--- src/rtl/vending_machine_mc.sv ---
// Multi-channel vending controller: coin credit, discounted vend, change, per-channel stock.
// All outputs registered; a successful select vends on the next cycle and returns change the cycle after.
module vending_machine_mc #(
  parameter int NUM_PROD   = 4,
  parameter int CW         = 16,
  parameter int SW         = 4,
  parameter int STOCK_INIT = 2,
  localparam int IW        = ($clog2(NUM_PROD) > 1) ? $clog2(NUM_PROD) : 1
) (
  input  logic                   clk,
  input  logic                   reset,
  input  logic                   coin_valid,
  input  logic [CW-1:0]          coin_value,
  input  logic                   sel_valid,
  input  logic [IW-1:0]          sel_idx,
  input  logic                   cancel,
  input  logic [NUM_PROD*CW-1:0] price_flat,
  input  logic                   disc_en,
  input  logic                   disc_sel,
  input  logic [CW-1:0]          disc_a,
  input  logic [CW-1:0]          disc_b,
  input  logic                   refill_valid,
  input  logic [IW-1:0]          refill_idx,
  input  logic [SW-1:0]          refill_cnt,
  output logic [CW-1:0]          credit,
  output logic                   dispense_valid,
  output logic [IW-1:0]          dispense_idx,
  output logic                   change_valid,
  output logic [CW-1:0]          change_amt,
  output logic                   err_valid,
  output logic [1:0]             err_code,
  output logic [NUM_PROD*SW-1:0] stock_flat,
  output logic [1:0]             state_out
);

  typedef enum logic [1:0] {IDLE = 2'd0, CREDIT = 2'd1, VEND = 2'd2, CHANGE = 2'd3} state_t;

  localparam logic [IW:0] NP = NUM_PROD[IW:0];

  state_t          state;
  logic [IW-1:0]   vend_idx;
  logic [CW-1:0]   vend_price;
  logic [SW-1:0]   stock     [NUM_PROD];
  logic [SW-1:0]   stock_nxt [NUM_PROD];
  logic [CW-1:0]   price     [NUM_PROD];
  logic [SW:0]     refill_sum;
  logic            sel_in_range;
  logic [IW-1:0]   sel_safe;
  logic [CW-1:0]   disc_amt;
  logic [CW:0]     eff_wide;
  logic [CW-1:0]   eff_price;
  logic [CW:0]     coin_sum;

  always_comb begin
    for (int i = 0; i < NUM_PROD; i++) price[i] = price_flat[i*CW +: CW];
  end

  // Out-of-range selects are reported as errors; the safe index only keeps array reads in bounds.
  assign sel_in_range = ({1'b0, sel_idx} < NP);
  assign sel_safe     = sel_in_range ? sel_idx : '0;
  assign disc_amt     = disc_en ? (disc_sel ? disc_a : disc_b) : '0;
  assign eff_wide     = {1'b0, price[sel_safe]} - {1'b0, disc_amt};
  assign eff_price    = eff_wide[CW] ? '0 : eff_wide[CW-1:0];
  assign coin_sum     = {1'b0, credit} + {1'b0, coin_value};

  // Refill saturates first, then a vend on the same channel takes one away.
  always_comb begin
    refill_sum = '0;
    for (int i = 0; i < NUM_PROD; i++) begin
      refill_sum = {1'b0, stock[i]};
      if (refill_valid && refill_idx == IW'(i)) refill_sum = refill_sum + {1'b0, refill_cnt};
      stock_nxt[i] = refill_sum[SW] ? '1 : refill_sum[SW-1:0];
      if (state == VEND && vend_idx == IW'(i)) stock_nxt[i] = stock_nxt[i] - SW'(1);
    end
  end

  always_comb begin
    stock_flat = '0;
    for (int i = 0; i < NUM_PROD; i++) stock_flat[i*SW +: SW] = stock[i];
  end

  assign state_out = state;

  always_ff @(posedge clk) begin
    if (reset) begin
      state          <= IDLE;
      credit         <= '0;
      vend_idx       <= '0;
      vend_price     <= '0;
      dispense_valid <= 1'b0;
      dispense_idx   <= '0;
      change_valid   <= 1'b0;
      change_amt     <= '0;
      err_valid      <= 1'b0;
      err_code       <= 2'b00;
      for (int i = 0; i < NUM_PROD; i++) stock[i] <= SW'(STOCK_INIT);
    end else begin
      dispense_valid <= 1'b0;
      change_valid   <= 1'b0;
      err_valid      <= 1'b0;
      for (int i = 0; i < NUM_PROD; i++) stock[i] <= stock_nxt[i];
      case (state)
        IDLE, CREDIT: begin
          if (cancel && state == CREDIT) begin
            state <= CHANGE;
            if (coin_valid) begin
              err_valid <= 1'b1;
              err_code  <= 2'b11;
            end
          end else if (sel_valid) begin
            if (!sel_in_range || stock[sel_safe] == '0) begin
              err_valid <= 1'b1;
              err_code  <= 2'b10;
            end else if (credit < eff_price) begin
              err_valid <= 1'b1;
              err_code  <= 2'b01;
            end else begin
              vend_idx   <= sel_safe;
              vend_price <= eff_price;
              state      <= VEND;
              if (coin_valid) begin
                err_valid <= 1'b1;
                err_code  <= 2'b11;
              end
            end
          end else if (coin_valid) begin
            if (coin_sum[CW]) begin
              err_valid <= 1'b1;
              err_code  <= 2'b11;
            end else begin
              credit <= coin_sum[CW-1:0];
              if (coin_sum[CW-1:0] != '0) state <= CREDIT;
            end
          end
        end
        VEND: begin
          dispense_valid <= 1'b1;
          dispense_idx   <= vend_idx;
          credit         <= credit - vend_price;
          state          <= CHANGE;
          if (coin_valid) begin
            err_valid <= 1'b1;
            err_code  <= 2'b11;
          end
        end
        CHANGE: begin
          if (credit != '0) begin
            change_valid <= 1'b1;
            change_amt   <= credit;
          end
          credit <= '0;
          state  <= IDLE;
          if (coin_valid) begin
            err_valid <= 1'b1;
            err_code  <= 2'b11;
          end
        end
        default: state <= IDLE;
      endcase
    end
  end

endmodule

--- config.mk ---
export PLATFORM = sky130hd
export DESIGN_NAME = vending_machine_mc
export DESIGN_NICKNAME = d
export VERILOG_FILES = /design/src/rtl/vending_machine_mc.sv
export SDC_FILE = /design/constraint.sdc
export NUM_CORES = 1
export LEC_CHECK = 0
export ABC_AREA = 1
export CORE_ASPECT_RATIO = 0.6
export CORE_MARGIN = 2
export CORE_UTILIZATION = 51
export CTS_CLUSTER_DIAMETER = 30
export CTS_CLUSTER_SIZE = 12
export DETAILED_ROUTE_END_ITERATION = 7
export HOLD_SLACK_MARGIN = 0.08
export PLACE_DENSITY = 0.83
export SETUP_SLACK_MARGIN = 0.4
export SYNTH_ARGS = -nofsm -noshare
export SYNTH_HDL_FRONTEND = slang
export SYNTH_SLANG_ARGS = --single-unit
--- constraint.sdc ---
create_clock -name clk -period 6.4 [get_ports clk]
set_input_delay 1.92 -clock clk [delete_from_list [all_inputs] [get_ports clk]]
set_output_delay 1.92 -clock clk [all_outputs]
set_load 0.02 [all_outputs]
==> impl_metrics.toml <==
[run_status]
status = "finished, final reports clean"

[power]
p_sw_frac = 0.489
power_frac_seq = 0.231
pwr-share-clk = 0.150
p_comb_frac = 0.619
total_power_w = 0.00314
ir_drop_uv = 158
p_int_w = 0.00161
switchingPower_w = 0.00154
powerDensity_nw_per_um2 = 325
p_leak_nw = 4.45

[placement]
dp_hpwl_um = 19000
port-buffer-count = 184
dp.cells = 1509
gp_congestion = 0.993

[global_routing]
grt_max_degree = 41
antenna_found_initial = 0
overflow = 0
first_global_vias = 7601
grtUsageTotal = 0.316
grt_first_pass_wirelength_um = 37700

[synthesis]
synth_xor_area_frac = 0.0230
syn_nets = 1375
netlist_area_um2 = 7230
synth_top_family_by_area = "simple AND/OR/NAND/NOR gates"
ys_ff_latch = 75
synthSimpleGateAreaFrac = 0.302
synth_warnings = 0
synth_edf_count = 0
synthAdderAreaFrac = 0.161
synth-compound-area-share = 0.214
synth_mux_area_frac = 0
yosysSeqAreaShare = 0.208
syn_inst = 1158
ys_types = 47
avgSynthCellArea_um2 = 6.24
synthFlopType = "dfxtp_1"
async_flop_share = 0

[sta]
setup_violations = 0
period_share = 0.899
fin_worst_skew_ns = 0.00824
slew_viol_final = 0
finalHoldViolCount = 0
min_period_ns = 5.75
fin_tns_setup_ns = 0
max_slew_margin = 0.359
fmax_ghz = 0.174
tightest_slew_ns = 0.958
rsz0062_at_grt = "false"

[setup_path]
crit_fanout = 16
reg2reg_depth = 8
path_class = "input pin to register"
worstReg2RegEnd = "stock[2][3]"
arrival_ns = 6.00
worst-r2r-setup-slack_ns = 2.63
reg2reg_from = "state_out[1]"
required_ns = 6.64
cp-start-kind = "input pin"
endpoint_kind = "register"

[min_path]
hold_depth = 2
min_to = "vend_price[3]"
hold_start = "vend_price[3]"
hp-class = "register to register"

[cells_and_area]
fillCellCount = 1207
final_nets = 1554
antennaDiodeCount = 0
area_growth_pct = 33.9
fin_cells = 1534
drive_gt1_frac = 0.0529
fin_util = 0.703

[floorplan]
initial_core_util = 0.526
io_pins = 185
die_h_um = 96.2
fp.dieW_um = 158
num_rows = 33
die_area_um2 = 15200
core_area_um2 = 13700

[clock_network]
cts_hold_buffers = 0
cts-root-buf = "clkbuf_16"
insertion_delay_ns = 0.34
clkSinkCount = 75
path_clk_slew_ns = 0.06
cts_tree = "built"
cts_buffers = 9
htree_levels = 3
clockBufferDepth = 2

[flow_run]
drv_cap = 0

[route]
dr.pass1.iters = 6
drt-total-wl_um = 24200
vias = 8479
routed_via_density = 5.53
drc = 0
ant_nets = 0
drt_iter0_markers = 712
routedWlPerCell_um = 15.8
cell usage after synthesis, types with 3 or more instances:
cell / count / area (um^2)
a211oi_1: 6 / 45.0
buf_1: 3 / 11.3
a21boi_0: 3 / 22.5
a21oi_2: 6 / 52.6
nor4_1: 5 / 31.3
inv_1: 134 / 503
o21ai_0: 121 / 606
ha_1: 82 / 1030
nand4_1: 5 / 31.3
a21oi_1: 93 / 465
o21ai_1: 3 / 15.0
a21o_1: 4 / 30.0
nor2_1: 185 / 694
nand3_1: 50 / 250
nand2_2: 4 / 25.0
o211ai_1: 3 / 22.5
xnor2_1: 5 / 43.8
o22ai_1: 17 / 106
nand3b_1: 8 / 60.1
nand2_1: 224 / 841
dfxtp_1: 75 / 1500
buf_2: 4 / 20.0
xor2_1: 14 / 123
fa_1: 7 / 140
nor3_1: 24 / 120
clkbuf_1: 23 / 86.3
or2_2: 16 / 100
a31oi_1: 9 / 56.3
stage by stage:
| step | worst slack [ns] | area [um^2] | hold slack [ns] |
|---|---|---|---|
| floorplan | 0.728 | 7230 | 0.430 |
| global placement | 0.232 | 9250 | 0.443 |
| detailed placement | 0.0850 | 9250 | 0.448 |
| CTS | 0.414 | 9520 | 0.456 |
| global route | 0.401 | 9670 | 0.480 |
| finish | 0.645 | 9670 | 0.452 |
worst max-delay path by stage:
stage	depth (start not counted)	slack, ns	startpoint	end
after global placement	29	0.23	sel_idx[0]	vend_price[11]
after detailed placement	29	0.09	sel_idx[0]	vend_price[14]
after CTS	29	0.41	sel_idx[0]	vend_price[3]
after floorplan	26	0.73	sel_idx[0]	vend_idx[0]
final	23	0.65	disc_sel	vend_price[15]
after global routing	23	0.40	disc_sel	vend_price[15]
layout by cell type (no fill, tap or decap), drive strengths merged, types with 16 or more instances in the layout:
| cell | instances |
|---|---|
| dfxtp | 75 |
| inv | 136 |
| nand3 | 51 |
| clkdlybuf4s50 | 183 |
| a21oi | 99 |
| nand2 | 230 |
| o22ai | 17 |
| ha | 82 |
| nor2 | 185 |
| o21ai | 124 |
| or2 | 16 |
| nor3 | 24 |
metal layers:
layer	track usage	routed length [um]	vias to the layer above
met2	0.484	9680	412
li1	-	-	4233
met5	0	0	-
met3	0.0878	2590	51
met4	0.0917	531	0
met1	0.435	11400	3783
area by class of cell:
class	count	area [um^2]	share of cell area
well taps	192	240	0.0248
clock buffers	10	229	0.0237
clock inverters	6	40.0	0.00414
inverters	139	531	0.0549
multi-input cells	912	5110	0.528
repair buffers	200	2020	0.209
flip-flops and latches	75	1500	0.155
cell families after synthesis:
group                      count (synthesis)
AOI/OAI and AO/OA                        279
DFF                                       75
adders and majority gates                 89
xor gates and xnor gates                  19
buffers and inverters                    172
and+or+nand+nor                          524
sequential cells by signal (all words and copies together), names as in the netlist:
register and count:
dispense_idx 2, change_amt 16, dispense_valid 1, err_code 2, stock 16, err_valid 1, credit 16, vend_price 16
vend_idx 2, change_valid 1, state_out 2
worst max-delay path, stage by stage:
cell and delay [ns]:
clkdlybuf4s50_1 0.58, clkinvlp_4 0.18, buf_4 0.19, o21ai_0 0.34
ha_1 0.36, nand2_1 0.11, inv_1 0.04, a21oi_1 0.16
nand2_2 0.10, nand3_1 0.08, nand3_1 0.11, a31oi_1 0.18
xor2_1 0.16, nand2_1 0.09, ha_1 0.31, nand4_1 0.12
nor3_1 0.22, nand2_1 0.13, nand2_4 0.15, nand2_8 0.10
inv_6 0.16, nand2_1 0.06, a21oi_1 0.14
what timing repair did:
action / in CTS / in global routing
endpoints found under the setup margin: 0 / 22
buffers inserted: 0 / 6
gates resized for setup: 0 / 13
power groups by stage:
stage                     combinational (W)  sequential [W]  clock [W]
after detailed placement            0.00184        0.000725          0
final                               0.00195        0.000725   0.000472
after global placement              0.00180        0.000724          0
after global routing                0.00217        0.000733   0.000495
after CTS                           0.00186        0.000715   0.000475
after floorplan                     0.00123        0.000739          0
Note: power is estimated with default switching activity, not from simulation.
